## src/rtl/cd_rx_frame.sv

```systemverilog
// cd_rx_frame: CDBUS frame assembler feeding cd_rx_ram (CRC16-Modbus check).
// Define CD_RX_FILTER_EN to build destination address filtering.
module cd_rx_frame #(
    parameter int MAX_DATA = 251
) (
    input  logic       clk,
    input  logic       reset_n,
    input  logic [7:0] bus_byte,
    input  logic       bus_byte_en,
    input  logic       bus_idle,
    input  logic       bus_err,
    input  logic [7:0] filter,
    input  logic       promiscuous,
    input  logic       crc_err_pass,
    output logic [7:0] wr_byte,
    output logic [7:0] wr_addr,
    output logic       wr_en,
    output logic       wr_err,
    output logic       switch,
    output logic       crc_err,
    output logic       frame_err
);

    localparam logic [1:0] S_IDLE = 2'd0;
    localparam logic [1:0] S_RECV = 2'd1;
    localparam logic [1:0] S_DROP = 2'd2;
    localparam logic [7:0] MAX_LEN = 8'(MAX_DATA);

    logic [1:0]  state, state_n;
    logic [8:0]  cnt, cnt_n, c0, last;
    logic [15:0] crc, crc_n, k0;
    logic [7:0]  len, len_n;
    logic [7:0]  wr_byte_n, wr_addr_n;
    logic        wr_en_n, wr_err_n, switch_n, crc_err_n, frame_err_n;
    logic        drop, reject;

    function automatic logic [15:0] crc16_byte(input logic [15:0] c_in,
                                               input logic [7:0]  d);
        logic [15:0] c;
        c = c_in ^ {8'h00, d};
        for (int i = 0; i < 8; i++)
            c = c[0] ? ((c >> 1) ^ 16'hA001) : (c >> 1);
        return c;
    endfunction

`ifdef CD_RX_FILTER_EN
    assign reject = !(bus_byte == filter || bus_byte == 8'hFF || promiscuous);
`else
    logic unused_filter;
    assign unused_filter = ^{filter, promiscuous};
    assign reject = 1'b0;
`endif

    always_comb begin
        state_n     = state;
        cnt_n       = cnt;
        crc_n       = crc;
        len_n       = len;
        c0          = cnt;
        k0          = crc;
        last        = 9'd0;
        drop        = 1'b0;
        wr_byte_n   = wr_byte;
        wr_addr_n   = wr_addr;
        wr_en_n     = 1'b0;
        wr_err_n    = wr_err;
        switch_n    = 1'b0;
        crc_err_n   = 1'b0;
        frame_err_n = 1'b0;

        if (state == S_DROP) begin
            if (bus_idle)
                state_n = S_IDLE;
        end else if (state == S_RECV && bus_err) begin
            frame_err_n = 1'b1;
            state_n     = bus_idle ? S_IDLE : S_DROP;
        end else if (state == S_RECV || (bus_byte_en && !bus_err)) begin
            if (state == S_IDLE) begin
                c0 = 9'd0;
                k0 = 16'hFFFF;
            end
            state_n = S_RECV;
            cnt_n   = c0;
            crc_n   = k0;
            if (bus_byte_en) begin
                if (c0 == 9'd1 && reject) begin
                    drop = 1'b1;
                end else if (c0 == 9'd2 && bus_byte > MAX_LEN) begin
                    drop        = 1'b1;
                    frame_err_n = 1'b1;
                end
                if (drop) begin
                    state_n = bus_idle ? S_IDLE : S_DROP;
                end else begin
                    if (!c0[8]) begin
                        wr_en_n   = 1'b1;
                        wr_addr_n = c0[7:0];
                        wr_byte_n = bus_byte;
                    end
                    cnt_n = c0[8] ? c0 : c0 + 9'd1;
                    crc_n = crc16_byte(k0, bus_byte);
                    if (c0 == 9'd2)
                        len_n = bus_byte;
                end
            end
            // end check sees the byte taken in this same cycle
            if (bus_idle && !drop) begin
                state_n = S_IDLE;
                last    = cnt_n - 9'd1;
                if (cnt_n < 9'd5 || cnt_n != {1'b0, len_n} + 9'd5) begin
                    frame_err_n = 1'b1;
                end else if (crc_n == 16'h0000) begin
                    switch_n  = 1'b1;
                    wr_err_n  = 1'b0;
                    wr_addr_n = last[7:0];
                end else begin
                    crc_err_n = 1'b1;
                    if (crc_err_pass) begin
                        switch_n  = 1'b1;
                        wr_err_n  = 1'b1;
                        wr_addr_n = last[7:0];
                    end
                end
            end
        end
    end

    always_ff @(posedge clk or negedge reset_n) begin
        if (!reset_n) begin
            state     <= S_IDLE;
            cnt       <= 9'd0;
            crc       <= 16'hFFFF;
            len       <= 8'd0;
            wr_byte   <= 8'd0;
            wr_addr   <= 8'd0;
            wr_en     <= 1'b0;
            wr_err    <= 1'b0;
            switch    <= 1'b0;
            crc_err   <= 1'b0;
            frame_err <= 1'b0;
        end else begin
            state     <= state_n;
            cnt       <= cnt_n;
            crc       <= crc_n;
            len       <= len_n;
            wr_byte   <= wr_byte_n;
            wr_addr   <= wr_addr_n;
            wr_en     <= wr_en_n;
            wr_err    <= wr_err_n;
            switch    <= switch_n;
            crc_err   <= crc_err_n;
            frame_err <= frame_err_n;
        end
    end

endmodule

```

## config.mk

```make
export PLATFORM = sky130hd
export DESIGN_NAME = cd_rx_frame
export DESIGN_NICKNAME = d
export VERILOG_FILES = /design/src/rtl/cd_rx_frame.sv
export SDC_FILE = /design/constraint.sdc
export NUM_CORES = 1
export LEC_CHECK = 0
export ABC_AREA = 1
export ABC_CLOCK_PERIOD_IN_PS = 5400
export BUFFER_PORTS_ARGS = -buffer_cell sky130_fd_sc_hd__buf_2
export CORE_AREA = 4 4 118 120
export DETAILED_ROUTE_END_ITERATION = 10
export DIE_AREA = 0 0 122 124
export GPL_TIMING_DRIVEN = 0
export MAX_ROUTING_LAYER = met4
export SETUP_SLACK_MARGIN = 0.15
export SLEW_MARGIN = 15
export SYNTH_ARGS = -nofsm -noshare
export SYNTH_HDL_FRONTEND = slang
export SYNTH_SLANG_ARGS = --single-unit
```

## constraint.sdc

```tcl
create_clock -name clk -period 5.4 [get_ports clk]
set_clock_uncertainty 0.15 [all_clocks]
set_input_delay 0.81 -clock clk [delete_from_list [all_inputs] [get_ports clk]]
set_output_delay 0.81 -clock clk [all_outputs]
set_load 0.1 [all_outputs]
```

==> Yosys cells after proc, flatten, opt, wreduce, memory -nomap -nowiden <==
Cells that the tools add are included.
{ "totals": {"in_bits": 23, "regBits": 56} }
{ "classes": {"n_eq_ne": 5, "n_addsub": 3, "n_lt_le_gt_ge": 2, "muxes": 84, "n_bitwise": 14, "reduce_logical": 16} }
{ "ops": {"columns": ["cell", "count"], "rows": [
  ["16-bit two-way mux", 17],
  ["8-bit two-way mux", 13],
  ["9-bit two-way mux", 10],
  ["1-bit two-way mux", 36],
  ["2-bit NOT with 3-bit output", 8],
  ["16-bit logical NOT", 1],
  ["2-bit two-way mux", 8],
  ["16-bit by 8-bit bitwise XOR with 16-bit output", 1],
  ["6-bit AND reduction", 2],
  ["8-bit by 3-bit adder with 9-bit output (second input constant)", 1],
  ["9-bit by 1-bit adder with 9-bit output (second input constant)", 1],
  ["9-bit by 2-bit == test with 1-bit output (second input constant)", 1],
  ["9-bit by 3-bit < comparator with 1-bit output (second input constant)", 1],
  ["9-bit inequality test", 1],
  ["8-bit greater-than comparator (second input constant)", 1],
  ["8-bit by 1-bit subtractor with 8-bit output (second input constant)", 1],
  ["1-bit NOT", 5],
  ["1-bit logical AND", 4],
  ["3-bit AND reduction", 1],
  ["3-bit nonzero test", 1],
  ["2-bit by 1-bit == test with 1-bit output (second input constant)", 1],
  ["2-bit == test (second input constant)", 1],
  ["1-bit logical NOT", 2],
  ["2-bit logical NOT", 1],
  ["4 further kinds", 5]
]} }

==> Logic depth before layout (Yosys ltp) <==
{ "logic_depth": {"ltp_word": 35, "ltp_mapped": 25} }

==> Worst setup path after synthesis <==
No wires, ideal clock.
{ "synth_path": {"path_type": "flip-flop to flip-flop", "from": "register state[0]", "to": "register wr_err", "t_arrival_ns": 2.935, "setup_time_ns": 0.120, "stages_incl_launch_ff": 24, "path_slack_ns": 2.195, "period_less_slack_ns": 3.205, "path_cell_list": "dfrtp_1 nor2_1 buf_4 buf_6 nor2_1 ha_1 nand2_2 nor2_4 nand4_4 nand2_1 nand2_1 ha_1 inv_1 nand2_2 nand2_1 nand2_1 nand3_1 nand3_1 nor2_2 nand2_2 nor2_8 nand3_2 nand2_1 nand2_1"} }
{ "synth_via": {"elab_chain_len": 24} }
{ "synth_lines": {"columns": ["element", "line", "rtl"], "rows": [
  ["from (decl)", "29", "logic [1:0] state, state_n;"],
  ["from (signal assigned)", "142", "state <= state_n;"],
  ["parallel branches: the longest is 24 deep, another holds 9-bit two-way mux", null, null],
  ["to (signal assigned)", "149", "wr_err <= wr_err_n;"],
  ["to (decl)", "18", "output logic wr_err,"]
]} }
Several ways; the timed one is not identified. The select of a mux whose other input is x is not followed.
A chain may end at the register's enable or synchronous reset.

==> Worst setup path in the final report <==
{ "layout_path": {"from": "register state[0]", "to": "register wr_addr[4]"} }
{ "layout_via": {"elab_chain_len": 25} }
{ "layout_lines": {"columns": ["element", "line", "rtl"], "rows": [
  ["parallel branches: the longest is 25 deep, another holds 9-bit two-way mux", null, null],
  ["to (signal assigned)", "147", "wr_addr <= wr_addr_n;"],
  ["to (decl)", "16", "output logic [7:0] wr_addr,"]
]} }
Several ways; the timed one is not identified. The select of a mux whose other input is x is not followed.

==> run metrics <==
CP startpoint kind=flip-flop; syn_nets=745; compound-cell area share of the yosys netlist=0.0727; CTS tree=done; Yosys Warn Count=0; overall die height=124 µm; type of the most critical hold path=flip-flop to flip-flop; register area=0.00142 mm²; Post-Synth Adder-Cell Area=0.0113; Final Cell Area=0.00496 mm²; Die X=122 µm; total of flip-flops plus latches after synthesis=56; Pleak=2.71 nW; fill cell count=1443; post-synthesis sequential area ratio=0.321; Worst Path Required=5450 ps; Post-Route WL=13600 µm; placed inst area=0.00481 mm²; Syn Inst Count=718; Max Fclk=255 MHz; Avg Cell Area, Syn=6.16 µm²; global-route wire length before repair=22000 µm; hpwl dp=10400 µm; port buffer count=34; Crit Path Max Fanout=10; via count=4606; met3 usage=0.0277; post-route ant nets=0; Synth cell types=38; largest net degree at the start of global routing=57; Tot Pwr=2.90 mW; final setup vio count=0; core area=0.0130 mm²; Setup TNS=0 ps; root buffer cell=clkbuf_16; met1 Use GR=0.254; synthesized cell area=0.00442 mm²; CTS resizes=0; Max Cap Viol=0; met2 Use GR=0.308; Via density=4.92; # clock sinks=56; num ports=44; total global-route track usage=0.194; Post-synth EDFFs=0; Power Dens Cells=584 mW/mm²; Detailed Routing Iterations Pass 1=5; Site Rows=42; CP Data Arrival Time=3960 ps; Hold Vio Cnt, Final=0; die area=0.0151 mm²; simple-gate share of the synthesized area=0.487; area of the multi-input gates=0.00258 mm²; number of antenna violations at the first check in global routing=0; antenna cell count=0; gr busiest metal=met2; initial detailed-routing violation count=358; share of cells above drive strength 1=0.147; GRT overflow=0; outcome=completed; WHS=321 ps; mux cell area share after synthesis=0; Synth Area in XOR/XNOR=0.0119; critical path type=flip-flop to flip-flop; drc violations=0; worst vdd ir=0.183 mV; H-tree lvl count=2; Post-CTS Setup Inserts=0; Clock Pin Slew Worst Setup and Hold Paths=70 ps; Pins Over Slew Limit=0; clk_lat worst skew=310 ps; CP Capture Type=flip-flop; area added between synthesis and finish=12.3%; dpl cells=928; commonest non-fill, non-tap cell in the layout=nand2_1; CTS Buf Count=5; minimum clock period=3920 ps; Slew @ Worst Pin=741 ps; via count of the first global-routing pass=4212; Avg WL per Cell=14.5 µm; GP Congestion=0.920; Post-synth ARST share=1.00; RSZ-0062 raised after global routing=false; Worst slew margin=0.506; hold_buf cts=0; Final period util=0.725; largest family of logic cells by synthesized area=simple AND/OR/NAND/NOR gates; clock tree buffer depth=2; Initial Util=0.341; Synth Flop Type=dfrtp_1; Final #Nets=786; commonest cells after routing, fill and taps aside=324 x nand2_1, 74 x inv_1, 63 x nand3_1; Non-Filler Instances=936
## state kept, by name, summed over array words and instances, names as in the netlist
register	count
len	8
crc_err	1
state	2
cnt	9
switch	1
wr_en	1
crc	16
wr_byte	8
frame_err	1
wr_addr	8
wr_err	1
## through the flow
stage / setup WS [ps] / utilization
finish: 1480 / 0.382
global route: 1130 / 0.382
CTS: 1460 / 0.382
detailed placement: 1480 / 0.371
global placement: 1530 / 0.371
floorplan: 2200 / -
## path summary, 6_finish.rpt
check / from / endpoint / slack (ps) / depth (start not counted)
max: state[0] / wr_addr[4] / 1480 / 23
min: crc[11] / crc[11] / 320 / 2
max reg2reg: state[0] / wr_addr[4] / 1480 / 23
min reg2reg: crc[11] / crc[11] / 320 / 2
max in group asynchronous: reset_n / cnt[5] / 4190 / 1
min in group asynchronous: reset_n / wr_byte[6] / 390 / 1
## per-layer routing
layer	up-vias	share of wire
li1	2336	-
met1	2134	0.47
met2	109	0.45
met3	27	0.045
met4	0	0.027
met5	-	0
## report_power, final
part	internal, mW	switching, mW
Clock	0.184	0.160
Combinational	0.445	1.38
Sequential	0.629	0.0982
Total	1.26	1.64
## critical path: stages, from the launching register on
cell     delay, ps
dfrtp_1        420
nor2_1         130
buf_4          210
buf_6          160
nor2_1         260
ha_1           240
nand2_2         80
nor2_4         140
nand4_4        200
nand2_1        110
nand2_1        100
ha_1           250
inv_1          100
nand2_2        100
nand2_1        120
nand2_1         80
nand3_1         70
nand3_1         90
nor2_2         220
nand2_2        130
nor2_8         180
nand3_1         90
nand3_1         90
nand2_1         70
## logic make-up after synthesis
logic type	after synthesis
compound gates	61
xor+xnor	6
fa+ha+maj	4
buf+inv	102
flops	56
simple gates	489
## layout make-up
class                   instances  area share
multi-input cells             560       0.519
flip-flops and latches         56       0.286
inverters                      81      0.0613
well taps                     176      0.0444
repair buffers                 34      0.0348
clock buffers                   6      0.0280
plain buffers                  21      0.0239
clock inverters                 2     0.00202
## cells in the mapped netlist, types with 2 or more instances
| master | count | area share |
|---|---|---|
| nand2_2 | 12 | 0.017 |
| nor3_1 | 3 | 0.0034 |
| buf_2 | 5 | 0.0057 |
| nand2_1 | 324 | 0.28 |
| inv_2 | 5 | 0.0042 |
| nand2_4 | 3 | 0.0076 |
| buf_4 | 2 | 0.0034 |
| dfstp_2 | 16 | 0.095 |
| xnor2_1 | 2 | 0.0040 |
| or2_2 | 2 | 0.0028 |
| clkinv_1 | 2 | 0.0017 |
| nand4_1 | 14 | 0.020 |
| nor3_2 | 3 | 0.0068 |
| clkbuf_1 | 11 | 0.0093 |
| nor2_4 | 2 | 0.0051 |
| nand3_1 | 63 | 0.071 |
| xor2_1 | 4 | 0.0079 |
| dfrtp_1 | 40 | 0.23 |
| nor2_2 | 7 | 0.0099 |
| nor2_1 | 45 | 0.038 |
| nand3_2 | 4 | 0.0091 |
| nand3b_1 | 2 | 0.0034 |
| buf_6 | 2 | 0.0051 |
| o21ai_2 | 2 | 0.0040 |
| inv_1 | 74 | 0.063 |
| ha_1 | 4 | 0.011 |
| a21oi_1 | 6 | 0.0068 |
| o21ai_1 | 4 | 0.0045 |
| o21ai_0 | 46 | 0.052 |
Note: power is estimated with default switching activity, not from simulation.
